**src/rtl/clk_div_pkg.sv**
```systemverilog
// Shared constants for the multi-channel clock divider: default widths,
// reset divisor, and a lookup of divisors for common output frequencies
// assuming a 100 MHz reference clock.
package clk_div_pkg;

  // Default divisor/counter width; 29 bits covers the reset divisor below.
  localparam int CNT_W_DEFAULT = 29;

  // Divisor loaded at reset: roughly 0.5 Hz square output at 100 MHz.
  localparam int unsigned DIV_RESET_DEFAULT = 32'd100_000_000;

  // Reference clock the frequency table is computed for.
  localparam int unsigned CLK_HZ = 32'd100_000_000;

  // Selectable standard output frequencies.
  typedef enum logic [2:0] {
    FREQ_0HZ5  = 3'd0,
    FREQ_1HZ   = 3'd1,
    FREQ_1KHZ  = 3'd2,
    FREQ_1MHZ  = 3'd3,
    FREQ_10MHZ = 3'd4,
    FREQ_25MHZ = 3'd5,
    FREQ_50MHZ = 3'd6
  } freq_e;

  // Divisor d gives a square wave of CLK_HZ / (2 * (d + 1)), so each entry
  // is CLK_HZ / (2 * f) - 1. The 50 MHz entry is the fastest possible
  // output (toggle every reference cycle).
  localparam int unsigned DIV_0HZ5  = 32'd99_999_999;
  localparam int unsigned DIV_1HZ   = 32'd49_999_999;
  localparam int unsigned DIV_1KHZ  = 32'd49_999;
  localparam int unsigned DIV_1MHZ  = 32'd49;
  localparam int unsigned DIV_10MHZ = 32'd4;
  localparam int unsigned DIV_25MHZ = 32'd1;
  localparam int unsigned DIV_50MHZ = 32'd0;

  // Map a frequency selector onto its divisor; unknown codes fall back to
  // the reset divisor so a bad selector never produces a runaway clock.
  function automatic int unsigned freq_div(input freq_e f);
    case (f)
      FREQ_0HZ5:  return DIV_0HZ5;
      FREQ_1HZ:   return DIV_1HZ;
      FREQ_1KHZ:  return DIV_1KHZ;
      FREQ_1MHZ:  return DIV_1MHZ;
      FREQ_10MHZ: return DIV_10MHZ;
      FREQ_25MHZ: return DIV_25MHZ;
      FREQ_50MHZ: return DIV_50MHZ;
      default:    return DIV_RESET_DEFAULT;
    endcase
  endfunction

endpackage

```
**src/rtl/clk_div_chan.sv**
```systemverilog
// One divider channel: period counter, output toggle and a one-deep
// pending-divisor register that is applied only at a period boundary so
// the output never shows a truncated or stretched half-period.
module clk_div_chan
  import clk_div_pkg::*;
#(
  parameter int          CNT_W     = CNT_W_DEFAULT,
  parameter int unsigned DIV_RESET = DIV_RESET_DEFAULT
) (
  input  logic             clk,
  input  logic             rst_n,
  input  logic             en,
  input  logic             sync,
  input  logic             load,      // accepted load addressed to this channel
  input  logic [CNT_W-1:0] load_div,
  output logic             tick,
  output logic             clk_out,
  output logic             pend
);

  localparam logic [CNT_W-1:0] DIV_INIT = CNT_W'(DIV_RESET);

  logic [CNT_W-1:0] div_sel_q, div_sel_d;
  logic [CNT_W-1:0] div_next_q, div_next_d;
  logic [CNT_W-1:0] cnt_q, cnt_d;
  logic             clk_out_q, clk_out_d;
  logic             pend_q, pend_d;
  logic             tick_q, tick_d;

  logic             at_boundary;
  logic             restart;

  // Next-state: count, toggle at the boundary, swap divisors when a new
  // period starts (boundary, disable or sync).
  always_comb begin
    // NOTE: every variable gets a default first so no path leaves it
    // unassigned; that is what keeps this block from inferring latches.
    div_sel_d  = div_sel_q;
    div_next_d = div_next_q;
    cnt_d      = cnt_q;
    clk_out_d  = clk_out_q;
    pend_d     = pend_q;
    tick_d     = 1'b0;

    at_boundary = (cnt_q == div_sel_q);
    // Any event that begins a fresh period is a safe point to switch.
    restart     = sync || !en || at_boundary;

    if (restart) begin
      cnt_d = '0;
      if (sync || !en) begin
        // Sync and disable park the output low, overriding a boundary.
        clk_out_d = 1'b0;
      end else begin
        clk_out_d = ~clk_out_q;
        tick_d    = 1'b1;
      end
      if (pend_q) begin
        div_sel_d = div_next_q;
        pend_d    = 1'b0;
      end
      // A load that lands on a period start goes live immediately.
      if (load) begin
        div_sel_d  = load_div;
        div_next_d = load_div;
        pend_d     = 1'b0;
      end
    end else begin
      // cnt_q < div_sel_q here, so the increment can never wrap.
      cnt_d = cnt_q + 1'b1;
      if (load) begin
        div_next_d = load_div;
        pend_d     = 1'b1;
      end
    end
  end

  // State register; reset discards any pending divisor.
  always_ff @(posedge clk or negedge rst_n) begin
    // NOTE: non-blocking assignments so every flop samples the values from
    // before this edge, independent of statement order.
    if (!rst_n) begin
      div_sel_q  <= DIV_INIT;
      div_next_q <= DIV_INIT;
      cnt_q      <= '0;
      clk_out_q  <= 1'b0;
      pend_q     <= 1'b0;
      tick_q     <= 1'b0;
    end else begin
      div_sel_q  <= div_sel_d;
      div_next_q <= div_next_d;
      cnt_q      <= cnt_d;
      clk_out_q  <= clk_out_d;
      pend_q     <= pend_d;
      tick_q     <= tick_d;
    end
  end

  assign tick    = tick_q;
  assign clk_out = clk_out_q;
  assign pend    = pend_q;

endmodule

```
**src/rtl/multi_clk_div.sv**
```systemverilog
// Multi-channel programmable clock divider. Holds the shared load port
// decode and handshake; each channel is an independent clk_div_chan.
module multi_clk_div
  import clk_div_pkg::*;
#(
  parameter int          NUM_CH    = 4,
  parameter int          CNT_W     = CNT_W_DEFAULT,
  parameter int unsigned DIV_RESET = DIV_RESET_DEFAULT,
  localparam int         CH_W      = (NUM_CH > 1) ? $clog2(NUM_CH) : 1
) (
  input  logic              Clk,
  input  logic              Rst,         // active-low, asynchronous assert
  input  logic [NUM_CH-1:0] En,
  input  logic              Sync,
  input  logic              Load_Valid,
  input  logic [CH_W-1:0]   Load_Ch,
  input  logic [CNT_W-1:0]  Load_Div,
  output logic              Load_Ready,
  output logic              Load_Err,
  output logic [NUM_CH-1:0] Pend,
  output logic [NUM_CH-1:0] Tick,
  output logic [NUM_CH-1:0] ClkOut
);

  logic [NUM_CH-1:0] ch_hit;
  logic [NUM_CH-1:0] chan_load;
  logic              in_range;
  logic              load_fire;
  logic              load_err_q, load_err_d;

  // Load decode: one-hot channel select, back-pressure only while the
  // addressed channel already holds a pending divisor.
  always_comb begin
    ch_hit = '0;
    for (int i = 0; i < NUM_CH; i++) begin
      ch_hit[i] = (Load_Ch == CH_W'(i));
    end
    in_range   = |ch_hit;
    Load_Ready = ~|(ch_hit & Pend);
    load_fire  = Load_Valid & Load_Ready;
    chan_load  = ch_hit & {NUM_CH{load_fire}};
    // Out-of-range loads are accepted but only flag an error.
    load_err_d = load_fire & ~in_range;
  end

  // Registered error pulse for out-of-range loads.
  always_ff @(posedge Clk or negedge Rst) begin
    if (!Rst) begin
      load_err_q <= 1'b0;
    end else begin
      load_err_q <= load_err_d;
    end
  end

  assign Load_Err = load_err_q;

  for (genvar g = 0; g < NUM_CH; g++) begin : g_chan
    clk_div_chan #(
      .CNT_W     (CNT_W),
      .DIV_RESET (DIV_RESET)
    ) u_chan (
      .clk      (Clk),
      .rst_n    (Rst),
      .en       (En[g]),
      .sync     (Sync),
      .load     (chan_load[g]),
      .load_div (Load_Div),
      .tick     (Tick[g]),
      .clk_out  (ClkOut[g]),
      .pend     (Pend[g])
    );
  end

endmodule

```
**config.mk**
```make
export PLATFORM = sky130hd
export DESIGN_NAME = multi_clk_div
export DESIGN_NICKNAME = d
export VERILOG_FILES = /design/src/rtl/clk_div_pkg.sv /design/src/rtl/clk_div_chan.sv /design/src/rtl/multi_clk_div.sv
export SDC_FILE = /design/constraint.sdc
export NUM_CORES = 1
export LEC_CHECK = 0
export CAP_MARGIN = 20
export CORE_UTILIZATION = 45
export DETAILED_ROUTE_END_ITERATION = 16
export HOLD_SLACK_MARGIN = 0.12
export SYNTH_ARGS = -nofsm -noshare
export SYNTH_HDL_FRONTEND = slang
export SYNTH_SLANG_ARGS = --single-unit
export TNS_END_PERCENT = 1
```
**constraint.sdc**
```tcl
create_clock -name Clk -period 2.5 [get_ports Clk]
set_clock_uncertainty 0.2 [all_clocks]
set_input_delay 0.75 -clock Clk [delete_from_list [all_inputs] [get_ports Clk]]
set_output_delay 0.75 -clock Clk [all_outputs]
set_load 0.01 [all_outputs]
```
==> metrics.csv <==
metric,value,unit
result of the run,finished with violations,
failing checks,setup timing,
combined flip-flop and latch cell area,0.00915,mm²
worst hold slack after final layout,0.288,ns
post-layout net count,1430,
type of the worst setup path,reg2out,
effective utilization at floorplan,0.462,
total power divided by cell area,854,mW/mm²
sinks on the clock net,361,
Worst Reg2Reg Path Length in Cells,8,
Die Ht,191,µm
CP startpoint kind,flop,
critical path data required time,1.55,ns
maximum achievable frequency,391,MHz
"Largest delay share family, worst path",multiplexers,
cell with the biggest individual delay on the critical path,mux4_2,
critical path endpoint,Load_Ready,
Core Rows,68,
Critical Path Max Stage Delay,0.48,ns
number of optimization iterations in the first detailed-route pass,5,
number of antenna violations at the first check in global routing,5,
worst-path maximum fanout,2,
worst min-delay path category,reg2reg,
distinct cell type count of the synthesized netlist,45,
drc violations,0,
combined area of the multi-input logic cells,0.00677,mm²
setup slack after layout,-0.0590,ns
Hold Crit Depth,1,
CTS Buf Count,39,
ANT nets after route,0,
clk root buf,clkbuf_16,
count of input and output buffers,52,
count of max-cap constraint violations,0,
Slew headroom,0.664,
source-to-sink clock delay at the later pin of the worst-skew pair,0.53,ns
flop and latch count out of synthesis,361,
detailed-route vias per instance,5.16,
Antenna Diode Count,0,
via count of the first global-routing pass,9986,
CTS tree,built,
number of fillers in the final layout,3018,
Finished Layout Cells,1872,
post-route minimum period,2.56,ns
wire length of the first global-routing pass,57.4,mm
share of synthesized registers carrying an async set or reset,1.00,
maximum number of pins on one net before global-route repair,55,
power after layout,16.4,mW
synthesis-to-finish area growth,19.6,%
drt wl/cell,19.7,µm
count of flip-flops with a built-in enable after synthesis,0,
Slew Limit Fails,0,
FF-to-FF End,g_chan[3].u_chan.div_sel_q[12],
Final setup violation count,30,
width of the die,191,µm
aggregate global-route resource usage,0.208,
setup repair after global routing missed its margin,true,
prevailing post-synth register cell,dfrtp_1,
total wirelength of the detailed-routed design,36.9,mm
number of cells in the design after placement,1796,
overall overflow remaining after global route,0,
routed vias,9653,
warning count from the yosys run,0,
worst setup slack for register-to-register paths,-0.06,ns
cell breakdown of the critical path,"mux4_2, inv_2, buf_6",
Worst setup EP type,output pin,
maximum vdd drop,0.632,mV
placeable core region,0.0349,mm²
start of the worst register-to-register path,g_chan[3].u_chan.div_sel_q[14],
worst path buffer plus inverter count,2,
worst setup path startpoint,g_chan[1].u_chan.pend,
post-DP HPWL,24.9,mm
actual transition at the worst max-transition pin,0.499,ns
leakage power summed over all cells,7.96,nW
number of placed I/O pins,53,
H-tree depth reported by CTS,2,
number of buffers between clock root and the deepest sink,3,
final worst-path cycle share,1.02,
total count of hold-check failures in the final report,0,
violation count after the first detailed-route iteration,485,
syn_nets,1301,
Total Die Area,0.0366,mm²
Synth Instances,1258,
final weighted congestion in routability-driven placement,0.841,
CP arrival,1.61,ns
clock slew seen by the registers of the worst setup and hold paths,0.06,ns
average size of a mapped cell,12.8,µm²
proportion of layout cells with a drive suffix above 1,0.349,
post-synthesis sequential area ratio,0.568,
summed instance area of the synthesized netlist,0.0161,mm²
Crit path depth,3,
-- flip-flops by register name, indices dropped and copies added (netlist names) --
register	cells
g_chan.u_chan.cnt_q	116
g_chan.u_chan.div_next_q	116
g_chan.u_chan.div_sel_q	116
g_chan.u_chan.clk_out	4
g_chan.u_chan.pend	4
g_chan.u_chan.tick	4
Load_Err	1
-- cells in the mapped netlist, types with 2 or more instances --
| library cell | instances | share of area |
|---|---|---|
| a21oi_2 | 3 | 0.0016 |
| and2_1 | 3 | 0.0012 |
| and3_1 | 13 | 0.0050 |
| and4_1 | 7 | 0.0038 |
| buf_1 | 2 | 0.00047 |
| buf_2 | 19 | 0.0059 |
| buf_4 | 15 | 0.0070 |
| buf_6 | 8 | 0.0056 |
| buf_8 | 2 | 0.0019 |
| clkbuf_1 | 9 | 0.0021 |
| clkbuf_2 | 2 | 0.00062 |
| dfrtp_1 | 265 | 0.41 |
| dfstp_2 | 96 | 0.16 |
| ha_1 | 4 | 0.0031 |
| inv_1 | 7 | 0.0016 |
| mux2_1 | 28 | 0.020 |
| mux2_2 | 204 | 0.14 |
| nand2_1 | 50 | 0.012 |
| nand2b_1 | 5 | 0.0019 |
| nand3_1 | 40 | 0.012 |
| nand4_1 | 45 | 0.017 |
| nand4_2 | 3 | 0.0023 |
| nor2_1 | 153 | 0.036 |
| nor2b_1 | 4 | 0.0016 |
| nor3_1 | 11 | 0.0034 |
| nor3_2 | 4 | 0.0025 |
| nor4_1 | 10 | 0.0039 |
| nor4_2 | 2 | 0.0016 |
| or4_4 | 3 | 0.0021 |
| xnor2_1 | 120 | 0.065 |
| xnor2_2 | 2 | 0.0020 |
| xor2_1 | 106 | 0.058 |
-- cell families after synthesis --
| kind of cell | synth area share |
|---|---|
| simple gates | 0.113 |
| flops | 0.568 |
| mux | 0.164 |
| xor+xnor | 0.125 |
| buf+inv | 0.0252 |
| fa+ha+maj | 0.00311 |
| compound gates | 0.00210 |
| other cells | 0.000233 |
-- worst min-delay path by stage --
stage / startpoint / to / slack (ns)
2_1_floorplan: Rst / Load_Err / 0.25
3_3_place_gp: g_chan[3].u_chan.div_next_q[19] / g_chan[3].u_chan.div_next_q[19] / 0.28
3_5_place_dp: g_chan[3].u_chan.div_next_q[7] / g_chan[3].u_chan.div_next_q[7] / 0.28
4_1_cts: g_chan[3].u_chan.div_next_q[7] / g_chan[3].u_chan.div_next_q[7] / 0.29
5_1_grt: g_chan[2].u_chan.div_next_q[7] / g_chan[2].u_chan.div_next_q[7] / 0.31
6_report: g_chan[2].u_chan.div_next_q[17] / g_chan[2].u_chan.div_next_q[17] / 0.29
-- placed cells by master, fill, tap and decap left out, types with 4 or more instances in the layout --
cell and n:
dfrtp_1 265, mux2_2 180, nor2_1 153, xnor2_1 113, xor2_1 106, dfstp_2 96, buf_4 67, nand2_1 50
nand4_1 45, clkdlybuf4s50_1 45, clkbuf_16 43, nand3_1 40, mux2_1 27, mux2_4 25, buf_12 17, and3_1 13
clkbuf_1 12, nor3_1 10, xnor2_2 9, clkbuf_8 9, clkinv_2 8, nor4_1 7, and4_1 7, buf_6 7
inv_1 6, nor3_2 5, nand2b_1 5, nor4_2 4, nor2b_1 4, ha_1 4
-- where the power goes --
part / leakage (nW) / internal, mW / switching [mW]
Clock: 0.630 / 3.38 / 2.30
Sequential: 4.43 / 7.31 / 0.735
Combinational: 2.90 / 1.61 / 1.11
-- layer usage --
layer,vias up,routed length [µm],global-route usage
met5,-,63,0.0137
met2,150,16800,0.326
met4,2,829,0.0549
met1,4931,17900,0.301
li1,4522,-,-
met3,48,1330,0.0310
-- timing repair --
action | 4_1_cts | 5_1_grt
setup buffers | 0 | 1
hold buffers | 1 | 0
pin swaps | 2 | 7
resized for setup | 19 | 38
cloned | 0 | 3
endpoints found under the hold margin | 25 | 0
setup endpoints to repair | 54 | 84
-- final cells by class --
class / count / share of cell area
Sequential cell: 361 / 0.475
Multi-Input combinational cell: 833 / 0.351
Timing Repair Buffer: 145 / 0.0773
Clock buffer: 62 / 0.0620
Tap cell: 455 / 0.0295
Clock inverter: 9 / 0.00364
Inverter: 7 / 0.00136
-- per-stage QoR --
step / utilization / instance area (µm²) / setup TNS, ns / setup slack, ns
after global routing: 0.552 / 19300 / -3.56 / -0.121
after floorplan: - / 16100 / -0.421 / -0.0752
after global placement: 0.509 / 17700 / -66.91 / -0.799
after detailed placement: 0.509 / 17700 / -66.72 / -0.797
final: 0.552 / 19300 / -1.16 / -0.0590
after CTS: 0.546 / 19000 / -0.313 / -0.0863
No activity file was read; power rests on OpenSTA's default activity.
